===== config.mk =====
export PLATFORM = sky130hd
export DESIGN_NAME = or_nb_sync
export DESIGN_NICKNAME = d
export VERILOG_FILES = /design/src/rtl/or_nb_sync.sv
export SDC_FILE = /design/constraint.sdc
export NUM_CORES = 1
export LEC_CHECK = 0
export CORE_AREA = 2 2 39 41
export DETAILED_ROUTE_END_ITERATION = 6
export DIE_AREA = 0 0 41 43
export PLACE_DENSITY_LB_ADDON = 0.3
export REMOVE_ABC_BUFFERS = 1
export SYNTH_ARGS = -nofsm -noshare
export SYNTH_HDL_FRONTEND = slang
export SYNTH_SLANG_ARGS = --single-unit
export TNS_END_PERCENT = 100

===== constraint.sdc =====
create_clock -name C -period 0.8 [get_ports C]
set_input_delay 0.16 -clock C [delete_from_list [all_inputs] [get_ports C]]
set_output_delay 0.16 -clock C [all_outputs]
set_load 0.01 [all_outputs]

===== src/rtl/or_nb_sync.sv =====
// Registered N-input OR event aggregator.
// Each input can be inverted and individually masked. The design supports a
// retriggerable minimum-pulse stretch (level mode) or sticky capture with
// clear (sticky mode). O and SRC are driven directly by flops.

module or_nb_sync #(
    parameter int unsigned          WIDTH    = 4,
    parameter logic [WIDTH-1:0]     INV_MASK = WIDTH'(1),
    parameter bit                   STICKY   = 1'b0,
    parameter int unsigned          STRETCH  = 0
) (
    input  logic             C,
    input  logic             R_N,
    input  logic             CE,
    input  logic [WIDTH-1:0] I,
    input  logic [WIDTH-1:0] EN,
    input  logic             CLR,
    output logic             O,
    output logic [WIDTH-1:0] SRC
);

    // Counter is at least one bit wide so that STRETCH=0 still elaborates.
    localparam int unsigned CNT_W = (STRETCH == 0) ? 1 : $clog2(STRETCH + 1);
    localparam logic [CNT_W-1:0] STRETCH_V = CNT_W'(STRETCH);

    // Reject illegal parameter values when the design is elaborated.
    if (WIDTH < 1 || WIDTH > 32) begin : g_bad_width
        $error("or_nb_sync: WIDTH must be in 1..32");
    end
    if (STRETCH > 255) begin : g_bad_stretch
        $error("or_nb_sync: STRETCH must be in 0..255");
    end

    logic [WIDTH-1:0] x;
    logic             hit;
    logic [WIDTH-1:0] src_q, src_d;
    logic             o_q, o_d;
    logic [CNT_W-1:0] cnt_q, cnt_d;

    // Effective inputs: polarity-corrected, then masked.
    always_comb begin
        x   = (I ^ INV_MASK) & EN;
        hit = |x;
    end

    // Next-state logic for the flag, source mask and stretch counter.
    always_comb begin
        src_d = src_q;
        o_d   = o_q;
        cnt_d = cnt_q;
        if (STICKY) begin
            if (CE) begin
                // Clear first, then OR in new hits so a same-cycle hit survives.
                src_d = (CLR ? '0 : src_q) | x;
                o_d   = |src_d;
            end else if (CLR) begin
                // Clear works even while the clock enable is low; inputs are not sampled.
                src_d = '0;
                o_d   = 1'b0;
            end
        end else if (CE) begin
            src_d = x;
            if (hit) begin
                cnt_d = STRETCH_V;
                o_d   = 1'b1;
            end else if (cnt_q != '0) begin
                cnt_d = cnt_q - 1'b1;
                o_d   = 1'b1;
            end else begin
                o_d   = 1'b0;
            end
        end
    end

    // State registers with synchronous active-low reset.
    always_ff @(posedge C) begin
        if (!R_N) begin
            src_q <= '0;
            o_q   <= 1'b0;
            cnt_q <= '0;
        end else begin
            src_q <= src_d;
            o_q   <= o_d;
            cnt_q <= cnt_d;
        end
    end

    assign O   = o_q;
    assign SRC = src_q;

endmodule


==> summary by stage <==
Outcome
The flow ran to the end, but the final reports show violations. The checks that failed: negative setup slack.

Final layout
The layout cell share with drive strength beyond 1 is 37.2%. The repair_antennas step left the layout with diodes totalling 0. The area growth from synthesis to layout is 98.9%. The number of inserted filler cells in the final layout is 146. The final instance count without filler cells is 59. The final layout contains 56 nets.

Timing
The number of hold-slack violations in the final timing report is 0. After routing, the total negative slack on setup checks comes to -0.133 ns. The minimum clock period after layout is 0.832 ns. The final setup violation count is 5. The worst setup skew after layout is 0 ns. The number of max-slew violations in the final report is 0. The worst-case headroom to the max-slew limit is 81.3%.

Timing would allow up to 1.20 GHz. The worst slack on hold paths is 0.250 ns. The worst setup slack after layout is -0.0323 ns. Setup repair after global routing could not meet its margin everywhere. The worst path uses 104% of the clock period.

The worst-margin pin slew is 0.281 ns.

Route
The final layout contains routed wiring with a total length of 562 µm. The routed wire length per instance is 9.53 µm. The number of remaining DRC errors is 0.

In this run, the number of DRC markers left after iteration 0 of detailed routing was 3. The final route contains 241 vias. The first TritonRoute pass finished after 2 iterations. In the routed layout, each cell is associated on average with a via count of 4.08. The count of nets left with antenna violations once routing finished came out at 0.

Critical path
The maximum single-stage delay on the critical path is 0.32 ns. The worst setup path is of the reg -> out kind. The arrival time at the worst endpoint is 0.67 ns. Data on the critical path is required at its endpoint by 0.64 ns.

The type of destination of the critical path is a primary output. Among cell families on the critical path, the largest total delay comes from flip-flops. The highest net fanout along the worst path is 2.

Traced cell by cell, the critical path runs through buf_6. The nature of the critical path startpoint is a flop. The cell type of the slowest stage on the worst timing path is sky130_fd_sc_hd__dfxtp_2. The number of buffers and inverters on the critical path is 1.

Clocking
Counting every sink on the clock net gives 5. CTS built an H-tree with a depth of 1. The buffer count from post-CTS setup fixing is 0. The register clock-pin slew on the reported worst setup and hold paths is 0.05 ns. The clock root buffer is sky130_fd_sc_hd__clkbuf_4. The later pin in the worst-skew pair is clocked with a latency of 0.24 ns. The CTS tree is done. In this run the deepest clock path goes through 2 buffers.

Hold repair after CTS inserted 0 buffers. The CTS buffer count is 3.

GRT
The wire length of the first global-routing pass is 883 µm. Entering global routing, the biggest net connects 11 pins. The number of antenna violations at the first check in global routing is 0. The overall overflow remaining after global route is 0.

The via count of the first global-routing pass was 247. Global routing used 7.84% of the available tracks.

Floorplan
The die covers 1760 µm². The standard-cell row count is 14. The starting density of the core is 15.9%. Pin placement for this block handled 17 I/O pins.

In this run the horizontal extent of the chip is 41 µm. The core region is 1380 µm². The height of the chip is 43 µm.

Placement
The HPWL after detailed placement is 452 µm. Counting tap cells, the placed design contains a total of 55 instances. The weighted congestion at the end of routability-driven global placement is 0.597. Buffers placed on the I/O ports in this run total 15.

Synthesis
For this run, the register share of the synthesized area comes to 45.5%. The netlist uses 10 different library cells. Of the post-synthesis cell area, the dominant cell type holds 45.5%. The flop and latch count out of synthesis is 5.

Averaged over all synthesized cells, the footprint is 9.57 µm². The most area-hungry cell type in the Yosys netlist is sky130_fd_sc_hd__dfxtp_1. In the post-synthesis netlist, the biggest area contributors are sky130_fd_sc_hd__dfxtp_1 45%, sky130_fd_sc_hd__nand2b_1 14%, sky130_fd_sc_hd__a21boi_1 14%.

The number of cells produced by synthesis is 23. The number of warnings issued by yosys is 0. The cell area that synthesis handed to floorplanning was 220 µm².

Power and ir drop
The worst vdd rail ir drop is 0.334 mV. The power per cell area is 1550 nW/µm². Total power for the finished layout comes to 0.679 mW.

The leakage power of the design is 0.192 nW.

Worst hold path
The type of the most critical hold path is in -> reg.

Run
The number of maximum-capacitance violations is 0.
-- kinds of logic after synthesis --
| kind of cell | count (synthesis) | share of synthesized area [%] |
|---|---|---|
| AO/OA/AOI/OAI | 7 | 23.3 |
| buffers and inverters | 1 | 5.11 |
| flip-flops | 5 | 45.5 |
| AND/OR/NAND/NOR | 10 | 26.1 |
-- final timing paths --
check	start	to	slack [ns]	cells past startpoint
setup / recovery	O	O	-0.03	1
hold / removal	I[2]	SRC[2]	0.25	3
setup reg to reg	SRC[3]	SRC[3]	0.13	3
hold reg to reg	SRC[2]	SRC[2]	0.48	2
-- cell usage in the layout, fill, tap and decap left out, drive strengths merged --
| cell type | synthesis | layout |
|---|---|---|
| nand3 | 3 | 3 |
| dlygate4sd2 | 0 | 4 |
| nand3b | 1 | 1 |
| dlymetal6s2s | 0 | 2 |
| clkbuf | 0 | 4 |
| a21boi | 4 | 4 |
| clkdlybuf4s50 | 0 | 4 |
| a41oi | 1 | 1 |
| dfxtp | 5 | 5 |
| a22oi | 1 | 1 |
| nand2 | 1 | 1 |
| buf | 1 | 7 |
| o21ai | 1 | 1 |
| nand2b | 5 | 5 |
-- per-stage QoR --
step                setup WS, ns  util, %  area [µm²]
CTS                      -0.0362     31.3         433
global route             -0.0499     31.6         438
finish                   -0.0323     31.6         438
global placement          -0.357     28.5         394
detailed placement        -0.398     28.5         394
floorplan                  0.155        -         209
-- metal layers --
layer	vias to the layer above	wire length (µm)	global-route usage [%]
li1	122	-	-
met1	116	197	8.71
met2	3	357	11.3
met3	0	7	0
met4	0	0	10.0
met5	-	0	0
-- layout make-up --
| class | instances | area [µm²] | area share, % |
|---|---|---|---|
| Multi-Input combinational cell | 17 | 114 | 26.0 |
| Sequential cell | 5 | 106 | 24.3 |
| Tap cell | 16 | 20.0 | 4.57 |
| Clock buffer | 4 | 26.3 | 6.00 |
| Timing Repair Buffer | 17 | 171 | 39.1 |
-- synth_stat cells (all sizes together) --
cell / instances
nand3b: 1
a21boi: 4
nand2: 1
dfxtp: 5
a41oi: 1
o21ai: 1
nand3: 3
a22oi: 1
nand2b: 5
buf: 1
-- sequential cells by signal (all words and copies together), names as in the netlist --
signal  cells
O           1
SRC         4
-- power breakdown --
group	internal [mW]	switching, mW
Sequential	0.264	0.00818
Clock	0.188	0.0998
Combinational	0.0779	0.0401
Total	0.531	0.148
-- worst register-to-register path: cells and delay by family, from the launching register on --
family	cells	cell delay [ns]
flip-flops	1	0.33
AO/OA/AOI/OAI	1	0.13
buffers and inverters	1	0.10
AND/OR/NAND/NOR	1	0.04
-- what timing repair did --
item / CTS / global route
pin swaps: 1 / 1
gates resized for setup: 35 / 2
hold endpoints to repair: 0 / 0
endpoints found under the setup margin: 10 / 6
(Power assumes the default switching activity.)
==> RTL edit (same flow settings) <==
Set the parameter `WIDTH` to 3 (it was 4).
--- a/src/rtl/or_nb_sync.sv
+++ b/src/rtl/or_nb_sync.sv
@@ -4,7 +4,7 @@
 // clear (sticky mode). O and SRC are driven directly by flops.
 
 module or_nb_sync #(
-    parameter int unsigned          WIDTH    = 4,
+    parameter int unsigned          WIDTH    = 3,
     parameter logic [WIDTH-1:0]     INV_MASK = WIDTH'(1),
     parameter bit                   STICKY   = 1'b0,
     parameter int unsigned          STRETCH  = 0
Interface: changed (resized EN, I and SRC); port bits go from 17 to 14. No check against the original RTL was run, so the function may have changed too.
==> RTL edit against the original RTL <==
  * The flow still finishes with violations (negative setup slack)
  * Global-route usage down 0.42 points
  * Sequential cell count is 1 lower
  * Area after synthesis decreased by 26%
  * Die area stayed put
  * Worst setup slack better by 0.0057 ns
  * Routed wire length decreased by 1.1%
  * Cell area shrank 19%
  * Via count is 21% lower
  * Total power fell by 16%
==> RTL edit: results (changes against the original RTL) <==
The biggest fanout along the worst timing path came to 2 (unchanged). The run finished, with violations left. The violation count after the first detailed-route iteration is 4 (+1). The instance count after placement with tap cells included came out at 45 (-18%). The global placement routability congestion is 0.657 (+10%). The root buffer cell chosen for the clock tree is sky130_fd_sc_hd__clkbuf_4. The synthesized area divided by synthesized cell count is 9.64 sq um (+0.70%). The clock insertion delay at the later pin of the skew report came out at 0.23 ns. The post-layout worst setup margin is -0.0266 ns (+0.00570 ns). The classification of the worst-slack hold path is input pin to register. After synthesis, the most frequently instantiated cells are 4 x sky130_fd_sc_hd__dfxtp_1, 4 x sky130_fd_sc_hd__nand2b_1, 3 x sky130_fd_sc_hd__a21boi_1, 2 x sky130_fd_sc_hd__nand3_1.

The share of synthesized registers carrying an async set or reset is 0% (unchanged). The aggregate routed wire length came out at 556 um (-1.1%). The overall fraction of global-route tracks in use is 7.42% (-0.42 points).

The clock tree buffer depth is 2 (unchanged). The fill cell total of the finished layout is 150 (+2.7%). After synthesis, the cell types taking the most area are sky130_fd_sc_hd__dfxtp_1 49%, sky130_fd_sc_hd__nand2b_1 15%, sky130_fd_sc_hd__a21boi_1 14%. The ratio of cells with drive above 1 in the final layout was 39.4% (+2.2 points). The data arrival time of the critical path was 0.67 ns (about the same).

The register clock-pin slew on the reported worst setup and hold paths came out at 0.04 ns. The post-synthesis sequential area ratio came out at 48.9% (+3.4 points). The maximum VDD drop is 0.578 mV (+73%).

The wire length of the first global-routing pass is 786 um (-11%). The most used flip-flop cell after synthesis is sky130_fd_sc_hd__dfxtp_1. The flip-flop count of the largest register, all copies and words added came to 3 (-1). The number of buffers created by CTS came out at 3 (unchanged). The static leakage came out at 0.000161 uW (-16%). The number of library cell types mapped by synthesis came out at 8 (-2). The post-layout instance count excluding filler cells was 49 (-17%).

The power density of the placed cells came out at 1610 nW/um^2 (+3.9%). The checks that failed: negative setup slack. The number of antenna cells inserted came out at 0 (unchanged).

The setup clock skew after layout is 0 ns (unchanged). The number of warnings issued by yosys came out at 0 (unchanged). The number of port buffers came out at 12 (-3). The mean number of vias per cell is 3.88 (-5.1%). The H-tree depth came out at 1 (unchanged).

The peak per-stage delay on the critical path is 0.32 ns (about the same). The count of pins over their slew limit is 0 (unchanged). The number of global-route vias before repair is 194 (-21%). The count of TritonRoute iterations in the first routing pass came out at 4 (+2). The pin count of the biggest net entering global routing is 9 (-2). The final number of setup-violating endpoints came out at 4 (-1). The kind of cell with the highest combined delay along the critical path is flip-flops. The slew at the pin closest to its max-slew limit is 0.232 ns (-0.0492 ns). The initial antenna violation count came out at 0 (unchanged).

For this design, the slowest cell found on the critical path is sky130_fd_sc_hd__dfxtp_2.
[RTL edit: changes by cell type after synthesis, sizes merged]
| cell | change |
|---|---|
| a21boi | -1 |
| a31oi | +1 |
| a41oi | -1 |
| buf | -1 |
| dfxtp | -1 |
| nand2 | -1 |
| nand2b | -1 |
| nand3 | -1 |
[RTL edit: worst paths after layout]
path / from / end / slack [ns] / cells after the start
worst min register to register: SRC[2] / SRC[2] / 0.48 / 2
worst max register to register: O / O / 0.08 / 3
worst max-delay path: SRC[1] / SRC[1] / -0.03 / 1
worst min-delay path: I[1] / SRC[1] / 0.26 / 3
[RTL edit: logic make-up (layout without fill, tap and decap cells)]
| group | Yosys count | in the layout | share of synthesized area [%] |
|---|---|---|---|
| buffers and inverters | 0 | 16 | 0 |
| AND/OR/NAND/NOR | 7 | 7 | 26.0 |
| AO/OA/AOI/OAI | 6 | 6 | 25.2 |
| flip-flops | 4 | 4 | 48.9 |
[RTL edit: layer usage]
layer	vias up	global-route usage, %	part of all wire [%]
met3	0	8.38	19
met1	81	7.05	39
li1	95	-	-
met4	0	2.00	0
met5	-	0	0
met2	14	10.3	42
[RTL edit: area by class of cell]
| cell class | count | area (sq um) | share of cell area (%) |
|---|---|---|---|
| sequential | 4 | 85.1 | 23.9 |
| clock buffer | 3 | 22.5 | 6.34 |
| tap | 16 | 20.0 | 5.63 |
| multi-input combinational | 13 | 88.8 | 25.0 |
| timing repair buffer | 13 | 139 | 39.1 |
[RTL edit: stage by stage]
stage | utilization, % | cell area [sq um] | power, uW | setup TNS (ns) | worst slack (ns)
global route | 25.7 | 355 | 610 | -0.176 | -0.0476
finish | 25.7 | 355 | 572 | -0.0889 | -0.0266
detailed placement | 22.0 | 304 | 313 | -1.94 | -0.286
global placement | 22.0 | 304 | 310 | -1.82 | -0.256
floorplan | - | 164 | 243 | 0 | 0.198
CTS | 24.6 | 340 | 582 | -0.121 | -0.0311
[RTL edit: timing repair]
| action | in CTS | in global routing |
|---|---|---|
| setup endpoints to repair | 8 | 5 |
| resized for setup | 26 | 3 |
| pin swaps | 0 | 1 |
| setup buffers | 0 | 1 |
[RTL edit: worst register-to-register path: stages (launching register included)]
cell	delay, ns
sky130_fd_sc_hd__dfxtp_2	0.31
sky130_fd_sc_hd__buf_4	0.12
sky130_fd_sc_hd__o21ai_1	0.11
sky130_fd_sc_hd__a31oi_1	0.05
[RTL edit: where the power goes]
part           internal (uW)  switching (uW)
Clock                    168            84.1
Combinational           67.3            33.9
Sequential               212            6.98
